==> src/rtl/peripheral_arbiter_if.sv <==
// Bus bundle between the BIU requesters, the arbiter and the peripheral memory slave port.
// The "master" modport is the requester/memory side; the arbiter is attached through the "slave" modport.
interface peripheral_arbiter_if #(
   parameter int MASTERS = 2
);
   // Handshake: a requester is valid while m_stb_i & m_lock_i are both high; a beat completes in a
   // cycle where the owner is valid and s_ack_i (or s_err_i) is high. No back-pressure beyond that.
   logic [MASTERS-1:0]    m_stb_i;
   logic [MASTERS-1:0]    m_lock_i;
   logic [MASTERS-1:0]    m_we_i;
   logic [32*MASTERS-1:0] m_adr_i;
   logic [4*MASTERS-1:0]  m_size_i;
   logic [2*MASTERS-1:0]  m_type_i;
   logic [3*MASTERS-1:0]  m_prot_i;
   logic [32*MASTERS-1:0] m_d_i;
   logic [32*MASTERS-1:0] m_q_o;
   logic [MASTERS-1:0]    m_ack_o;
   logic [MASTERS-1:0]    m_err_o;

   logic                  s_stb_o;
   logic                  s_lock_o;
   logic                  s_we_o;
   logic [31:0]           s_adr_o;
   logic [3:0]            s_size_o;
   logic [1:0]            s_type_o;
   logic [2:0]            s_prot_o;
   logic [31:0]           s_d_o;
   logic [31:0]           s_q_i;
   logic                  s_ack_i;
   logic                  s_err_i;

   // Arbiter FSM state, exported for observation (0 idle, 1 grant, 2 gap)
   logic [1:0]            arb_state;

   modport master (
      output m_stb_i, m_lock_i, m_we_i, m_adr_i, m_size_i, m_type_i, m_prot_i, m_d_i,
      input  m_q_o, m_ack_o, m_err_o,
      input  s_stb_o, s_lock_o, s_we_o, s_adr_o, s_size_o, s_type_o, s_prot_o, s_d_o,
      output s_q_i, s_ack_i, s_err_i,
      input  arb_state
   );

   modport slave (
      input  m_stb_i, m_lock_i, m_we_i, m_adr_i, m_size_i, m_type_i, m_prot_i, m_d_i,
      output m_q_o, m_ack_o, m_err_o,
      output s_stb_o, s_lock_o, s_we_o, s_adr_o, s_size_o, s_type_o, s_prot_o, s_d_o,
      input  s_q_i, s_ack_i, s_err_i,
      output arb_state
   );
endinterface

==> src/rtl/peripheral_arbiter.sv <==
// Round-robin arbiter sharing one peripheral memory slave port between MASTERS BIU requesters.
// Grants are held per classic cycle or burst, separated by one idle GAP cycle, with a stall watchdog.
module peripheral_arbiter #(
   parameter int MASTERS = 2,
   parameter int TIMEOUT = 255
) (
   input  logic               clk,
   input  logic               rst,
   peripheral_arbiter_if.slave bus,
   output logic [MASTERS-1:0] grant_o,
   output logic               busy_o
);
   localparam int IW = (MASTERS > 1) ? $clog2(MASTERS) : 1;
   localparam logic [IW:0] M_W = (IW+1)'(MASTERS);
   localparam logic [7:0] WD_MAX = 8'(TIMEOUT);

   typedef enum logic [1:0] {
      ST_IDLE  = 2'd0,
      ST_GRANT = 2'd1,
      ST_GAP   = 2'd2
   } state_e;

   state_e             state_q;
   logic [MASTERS-1:0] grant_q;
   logic [IW-1:0]      owner_q;
   logic [IW-1:0]      ptr_q;
   logic [7:0]         wd_q;

   logic [MASTERS-1:0] req;
   logic               pick_valid;
   logic [IW-1:0]      pick_idx;
   logic [IW:0]        rr_sum;
   logic               in_grant;
   logic               own_req, own_stb, own_lock, own_we;
   logic [31:0]        own_adr, own_d;
   logic [3:0]         own_size;
   logic [1:0]         own_type;
   logic [2:0]         own_prot;
   logic               wd_hit;
   logic               final_ack;
   logic               release_c;

   assign req      = bus.m_stb_i & bus.m_lock_i;
   assign in_grant = (state_q == ST_GRANT);

   // Scan from ptr downward-overwriting so the first requester at or after ptr wins.
   always_comb begin
      pick_valid = 1'b0;
      pick_idx   = '0;
      rr_sum     = '0;
      for (int k = MASTERS-1; k >= 0; k--) begin
         rr_sum = {1'b0, ptr_q} + (IW+1)'(k);
         if (rr_sum >= M_W) rr_sum = rr_sum - M_W;
         if (req[rr_sum[IW-1:0]]) begin
            pick_valid = 1'b1;
            pick_idx   = rr_sum[IW-1:0];
         end
      end
   end

   always_comb begin
      own_req  = 1'b0;
      own_stb  = 1'b0;
      own_lock = 1'b0;
      own_we   = 1'b0;
      own_adr  = '0;
      own_d    = '0;
      own_size = '0;
      own_type = '0;
      own_prot = '0;
      for (int i = 0; i < MASTERS; i++) begin
         if (owner_q == IW'(i)) begin
            own_req  = req[i];
            own_stb  = bus.m_stb_i[i];
            own_lock = bus.m_lock_i[i];
            own_we   = bus.m_we_i[i];
            own_adr  = bus.m_adr_i[32*i +: 32];
            own_d    = bus.m_d_i[32*i +: 32];
            own_size = bus.m_size_i[4*i +: 4];
            own_type = bus.m_type_i[2*i +: 2];
            own_prot = bus.m_prot_i[3*i +: 3];
         end
      end
   end

   // An ack in the watchdog's final cycle takes precedence and suppresses the timeout error.
   assign wd_hit    = in_grant && (wd_q == WD_MAX) && !bus.s_ack_i;
   assign final_ack = bus.s_ack_i && ((own_prot == 3'b000) || (own_prot == 3'b111));
   assign release_c = in_grant && (final_ack || !own_req || bus.s_err_i || wd_hit);

   always_comb begin
      bus.s_stb_o  = in_grant & own_stb;
      bus.s_lock_o = in_grant & own_lock;
      bus.s_we_o   = in_grant & own_we;
      bus.s_adr_o  = in_grant ? own_adr  : '0;
      bus.s_size_o = in_grant ? own_size : '0;
      bus.s_type_o = in_grant ? own_type : '0;
      bus.s_prot_o = in_grant ? own_prot : '0;
      bus.s_d_o    = in_grant ? own_d    : '0;
      bus.m_ack_o  = grant_q & {MASTERS{bus.s_ack_i}};
      bus.m_err_o  = grant_q & {MASTERS{bus.s_err_i | wd_hit}};
      bus.m_q_o    = '0;
      for (int i = 0; i < MASTERS; i++) begin
         if (grant_q[i]) bus.m_q_o[32*i +: 32] = bus.s_q_i;
      end
   end

   always_ff @(posedge clk or posedge rst) begin
      if (rst) begin
         state_q <= ST_IDLE;
         grant_q <= '0;
         owner_q <= '0;
         ptr_q   <= '0;
         wd_q    <= '0;
      end else begin
         case (state_q)
            ST_GRANT: begin
               if (release_c) begin
                  state_q <= ST_GAP;
                  grant_q <= '0;
                  ptr_q   <= (owner_q == IW'(MASTERS-1)) ? '0 : owner_q + IW'(1);
                  wd_q    <= '0;
               end else if (bus.s_ack_i) begin
                  wd_q    <= '0;
               end else if (wd_q != 8'hFF) begin
                  wd_q    <= wd_q + 8'd1;
               end
            end
            default: begin
               if (pick_valid) begin
                  state_q <= ST_GRANT;
                  grant_q <= MASTERS'(1) << pick_idx;
                  owner_q <= pick_idx;
               end else begin
                  state_q <= ST_IDLE;
                  grant_q <= '0;
               end
               wd_q <= '0;
            end
         endcase
      end
   end

   assign grant_o       = grant_q;
   assign busy_o        = in_grant;
   assign bus.arb_state = state_q;
endmodule

==> src/flat_wrapper.sv <==
// flat-port wrapper written by rule: the top's interface ports become plain ports
module peripheral_arbiter_flat 
#(
   parameter int MASTERS = 2,
   parameter int TIMEOUT = 255
)
  (clk, rst, grant_o, busy_o, bus_m_stb_i, bus_m_lock_i, bus_m_we_i, bus_m_adr_i, bus_m_size_i, bus_m_type_i, bus_m_prot_i, bus_m_d_i, bus_m_q_o, bus_m_ack_o, bus_m_err_o, bus_s_stb_o, bus_s_lock_o, bus_s_we_o, bus_s_adr_o, bus_s_size_o, bus_s_type_o, bus_s_prot_o, bus_s_d_o, bus_s_q_i, bus_s_ack_i, bus_s_err_i, bus_arb_state);
  peripheral_arbiter_if #(.MASTERS(MASTERS)) bus_i ();
  input  logic clk;
  input  logic rst;
  output logic [MASTERS-1:0] grant_o;
  output logic busy_o;
  input wire logic [$bits(bus_i.m_stb_i)-1:0] bus_m_stb_i;
  input wire logic [$bits(bus_i.m_lock_i)-1:0] bus_m_lock_i;
  input wire logic [$bits(bus_i.m_we_i)-1:0] bus_m_we_i;
  input wire logic [$bits(bus_i.m_adr_i)-1:0] bus_m_adr_i;
  input wire logic [$bits(bus_i.m_size_i)-1:0] bus_m_size_i;
  input wire logic [$bits(bus_i.m_type_i)-1:0] bus_m_type_i;
  input wire logic [$bits(bus_i.m_prot_i)-1:0] bus_m_prot_i;
  input wire logic [$bits(bus_i.m_d_i)-1:0] bus_m_d_i;
  output wire logic [$bits(bus_i.m_q_o)-1:0] bus_m_q_o;
  output wire logic [$bits(bus_i.m_ack_o)-1:0] bus_m_ack_o;
  output wire logic [$bits(bus_i.m_err_o)-1:0] bus_m_err_o;
  output wire logic [$bits(bus_i.s_stb_o)-1:0] bus_s_stb_o;
  output wire logic [$bits(bus_i.s_lock_o)-1:0] bus_s_lock_o;
  output wire logic [$bits(bus_i.s_we_o)-1:0] bus_s_we_o;
  output wire logic [$bits(bus_i.s_adr_o)-1:0] bus_s_adr_o;
  output wire logic [$bits(bus_i.s_size_o)-1:0] bus_s_size_o;
  output wire logic [$bits(bus_i.s_type_o)-1:0] bus_s_type_o;
  output wire logic [$bits(bus_i.s_prot_o)-1:0] bus_s_prot_o;
  output wire logic [$bits(bus_i.s_d_o)-1:0] bus_s_d_o;
  input wire logic [$bits(bus_i.s_q_i)-1:0] bus_s_q_i;
  input wire logic [$bits(bus_i.s_ack_i)-1:0] bus_s_ack_i;
  input wire logic [$bits(bus_i.s_err_i)-1:0] bus_s_err_i;
  output wire logic [$bits(bus_i.arb_state)-1:0] bus_arb_state;
  assign bus_i.m_stb_i = bus_m_stb_i;
  assign bus_i.m_lock_i = bus_m_lock_i;
  assign bus_i.m_we_i = bus_m_we_i;
  assign bus_i.m_adr_i = bus_m_adr_i;
  assign bus_i.m_size_i = bus_m_size_i;
  assign bus_i.m_type_i = bus_m_type_i;
  assign bus_i.m_prot_i = bus_m_prot_i;
  assign bus_i.m_d_i = bus_m_d_i;
  assign bus_m_q_o = bus_i.m_q_o;
  assign bus_m_ack_o = bus_i.m_ack_o;
  assign bus_m_err_o = bus_i.m_err_o;
  assign bus_s_stb_o = bus_i.s_stb_o;
  assign bus_s_lock_o = bus_i.s_lock_o;
  assign bus_s_we_o = bus_i.s_we_o;
  assign bus_s_adr_o = bus_i.s_adr_o;
  assign bus_s_size_o = bus_i.s_size_o;
  assign bus_s_type_o = bus_i.s_type_o;
  assign bus_s_prot_o = bus_i.s_prot_o;
  assign bus_s_d_o = bus_i.s_d_o;
  assign bus_i.s_q_i = bus_s_q_i;
  assign bus_i.s_ack_i = bus_s_ack_i;
  assign bus_i.s_err_i = bus_s_err_i;
  assign bus_arb_state = bus_i.arb_state;
  peripheral_arbiter #(.MASTERS(MASTERS), .TIMEOUT(TIMEOUT)) u_core (.clk(clk), .rst(rst), .bus(bus_i), .grant_o(grant_o), .busy_o(busy_o));
endmodule
==> config.mk <==
export PLATFORM = sky130hd
export DESIGN_NAME = peripheral_arbiter_flat
export DESIGN_NICKNAME = d
export VERILOG_FILES = /design/src/rtl/peripheral_arbiter_if.sv /design/src/rtl/peripheral_arbiter.sv /design/src/flat_wrapper.sv
export SDC_FILE = /design/constraint.sdc
export NUM_CORES = 1
export LEC_CHECK = 0
export BUFFER_PORTS_ARGS = -buffer_cell sky130_fd_sc_hd__buf_2
export CORE_AREA = 2 2 131 133
export DETAILED_ROUTE_END_ITERATION = 12
export DIE_AREA = 0 0 133 135
export PLACE_DENSITY = 0.5
export SYNTH_ARGS = -nofsm -noshare
export SYNTH_HDL_FRONTEND = slang
export SYNTH_SLANG_ARGS = --single-unit
==> constraint.sdc <==
create_clock -name clk -period 2.3 [get_ports clk]
set_clock_uncertainty 0.1 [all_clocks]
set_input_delay 0.115 -clock clk [delete_from_list [all_inputs] [get_ports clk]]
set_output_delay 0.115 -clock clk [all_outputs]
set_load 0.02 [all_outputs]
==> impl_metrics.ini <==
[clocking]
cts_tree = built
clkLatencyLatePin_ns = 0.24
numCtsBuffers = 3
post-cts-setup-buffers = 0
clk_pin_slew_ns = 0.05
ctsRootBufferMaster = clkbuf_16
ctsLongestPathBuffers = 2
cts_max_level = 1
clock-sinks = 14
cts_resized = 0

[synth]
synthMuxAreaShare = 0.343
synth_seq_cells = 14
synth_top_family_by_area = simple AND/OR/NAND/NOR gates
synth_simple_gate_area_share = 0.379
yosysUniqueCellTypes = 29
avgSynthCellArea_um2 = 7.26
synth_area_um2 = 2250
synth_compound_area_frac = 0.0317
synth_fa_ha_area_frac = 0.00556
synthCells = 310
yosysWarningCount = 0
ys_seq_area_frac = 0.156
synth_xor_xnor_area_share = 0.0234
synthesis.nets = 499

[critical_path]
crit_fanout = 3
rrSetupSlack_ns = 0.38
critPathBufInv = 2
critPathRequiredTime_ns = 2.09
path_class = flop to output port
arrival_ns = 1.78
critPathMaxStageDelay_ns = 0.37
start_kind = flop
crit_family = simple AND/OR/NAND/NOR gates
end_kind = output port
r2r-end = u_core.ptr_q
r2r-start = u_core.wd_q[0]
cpMaxStageDelayCell = dfrtp_1
reg2regPathDepth = 6
path_cells = ha_1 -> nand3_2 -> nor3_1 -> a21oi_1 -> buf_4 -> nor2b_1 -> buf_2

[worst_hold_path]
hold_path_depth = 3
hp-start = bus_m_lock_i[1]
hold_end = u_core.owner_q
holdCritPathClass = primary input to flop

[global_routing]
grt_pass1_vias = 2989
gr-usage-all-layers = 0.112
use_met1 = 0.120
busiest_layer = met2
grt_util_met3 = 0.0229
grt_start_max_net_pins = 74
grt_use_met2 = 0.221
overflow = 0
grt_pass1_wl_um = 15700
antenna_found_initial = 2

[run_status]
status = complete, no violations

[die]
die_height_um = 135
io_pins = 337
floorplan.initialDensity = 0.137
rows = 47
die_width_um = 133
die-area_um2 = 18000
fp.coreArea_um2 = 16400

[sta]
setup_ws_ns = 0.305
slew-limit-headroom = 0.637
setup_tns_ns = 0
setup_viol = 0
worst_slew_pin_slew_ns = 0.544
grt_setup_unrepaired = no
finalCriticalPeriod_ns = 2.00
timing.final.crit_share = 0.868
hold_viol_final = 0
slew_viol_final = 0
fmax_ghz = 0.501

[cells_and_area]
final_nets = 823
drive_above_1_share = 0.555
fin_area_um2 = 4260
nFillCells = 1804
syn2layout_area_growth_pct = 89.3

[place]
place_area_um2 = 4170
pre_cts_ws_ns = 0.360
dp.final_hpwl_um = 9920
globalplace.congestion = 0.767
port_buffers = 336

[flow_run]
drv_cap = 0

[routing]
wire_per_inst_um = 13.3
ant_nets = 0
drt_iter0_drc = 62
drt_wl_total_um = 11400
vias = 3258
firstDrtPassIters = 4
drc = 0
via_per_inst = 3.81

[power_and_ir_drop]
power_mw = 4.04
leakage_nw = 2.67
powerDensity_nw_per_um2 = 948
peakVddDrop_v = 0.000383
## state kept, by name, summed over array words and instances (netlist names)
name,count
u_core.grant_o,2
u_core.owner_q,1
u_core.wd_q,8
u_core.ptr_q,1
u_core.bus.arb_state,2
## cells in the mapped netlist
library cell | count | area (µm²)
inv_1 | 5 | 18.8
o2bb2ai_1 | 1 | 8.76
ha_1 | 1 | 12.5
nand3_2 | 1 | 10.0
nor2_1 | 88 | 330
o21ai_2 | 1 | 8.76
and2_1 | 66 | 413
xor2_1 | 3 | 26.3
o21ai_1 | 1 | 5.00
clkbuf_1 | 14 | 52.6
nor2b_1 | 2 | 12.5
buf_6 | 2 | 22.5
and3b_1 | 1 | 8.76
buf_2 | 9 | 45.0
mux2_1 | 1 | 11.3
nor3_1 | 2 | 10.0
nand3_1 | 3 | 15.0
a21o_1 | 1 | 7.51
a21oi_1 | 4 | 20.0
a311oi_1 | 1 | 8.76
a31oi_2 | 1 | 12.5
xnor2_1 | 3 | 26.3
nand2b_4 | 1 | 13.8
nand4_1 | 1 | 6.26
and3_1 | 1 | 6.26
dfrtp_1 | 14 | 350
nand2_1 | 5 | 18.8
or4_1 | 1 | 7.51
mux2i_1 | 76 | 761
## layout by cell type, fill, tap and decap left out
cell           instances
buf_12                 2
a31oi_2                1
mux2i_1               76
o21ai_2                1
ha_1                   1
buf_4                  5
a311oi_1               1
xor2_1                 3
buf_2                336
and2_1                66
nand4_1                1
clkbuf_16              3
nand2b_4               1
dfrtp_4                1
o21ai_1                1
nand3_1                3
nor2b_1                2
or4_1                  1
inv_1                  5
mux2_1                 1
o2bb2ai_1              1
xnor2_1                3
clkbuf_1               1
and3_1                 1
a21o_1                 1
nor2_1                88
a21oi_1                4
nor3_1                 2
and3b_1                1
nand3_2                1
nand2_1                5
diode_2                1
dlygate4sd3_1          1
dfrtp_1               13
## worst max-delay path by stage
stage | from | depth (start not counted) | to | slack (ns)
floorplan | u_core.bus.arb_state[1] | 7 | u_core.wd_q[2] | 0.51
global placement | u_core.wd_q[0] | 6 | u_core.ptr_q | 0.39
detailed placement | u_core.wd_q[0] | 6 | u_core.ptr_q | 0.36
CTS | u_core.wd_q[0] | 7 | bus_m_err_o[1] | 0.28
global route | u_core.wd_q[0] | 7 | bus_m_err_o[0] | 0.14
finish | u_core.wd_q[0] | 7 | bus_m_err_o[0] | 0.30
## repair_timing
item	CTS	global route
endpoints found under the setup margin	0	0
hold endpoints to repair	14	0
hold buffers	1	0
## per-layer routing
layer | wire (µm) | share of wire | vias to the layer above
met5 | 0 | 0 | -
met4 | 143 | 0.013 | 0
met3 | 1130 | 0.099 | 10
met2 | 5960 | 0.52 | 210
met1 | 4140 | 0.36 | 1376
li1 | - | - | 1662
## power breakdown
part	switching (mW)	total (mW)	internal [mW]	leakage (nW)
combinational	2.10	3.36	1.27	2.44
clock	0.0933	0.327	0.234	0.0382
sequential	0.0542	0.351	0.297	0.186
total	2.24	4.04	1.80	2.67
## logic make-up after synthesis
family | Yosys count
AO/OA/AOI/OAI | 10
XOR/XNOR | 6
adder cells (fa/ha/maj) | 1
buffers and inverters | 30
flip-flops | 14
multiplexers | 77
AND/OR/NAND/NOR | 172
## layout make-up
type                    instances  area (µm²)  area share
repair buffers                344        1770       0.415
diodes                          1        2.50    0.000588
inverters                       5        18.8     0.00441
clock buffers                   4        78.8      0.0185
multi-input cells             266        1760       0.413
flip-flops and latches         14         354      0.0831
well taps                     220         275      0.0646
## through the flow
step                 util  std cells  hold slack [ns]
global placement    0.254        848            0.115
global route        0.259        853            0.146
detailed placement  0.254        848            0.121
floorplan               -        310          -0.0958
CTS                 0.259        853            0.117
finish              0.260        854            0.117
## tightest hold or removal path: stages
cell,delay (ns)
buf_2,0.13
nand3_1,0.10
a21oi_1,0.07
Note: power is estimated with default switching activity, not from simulation.
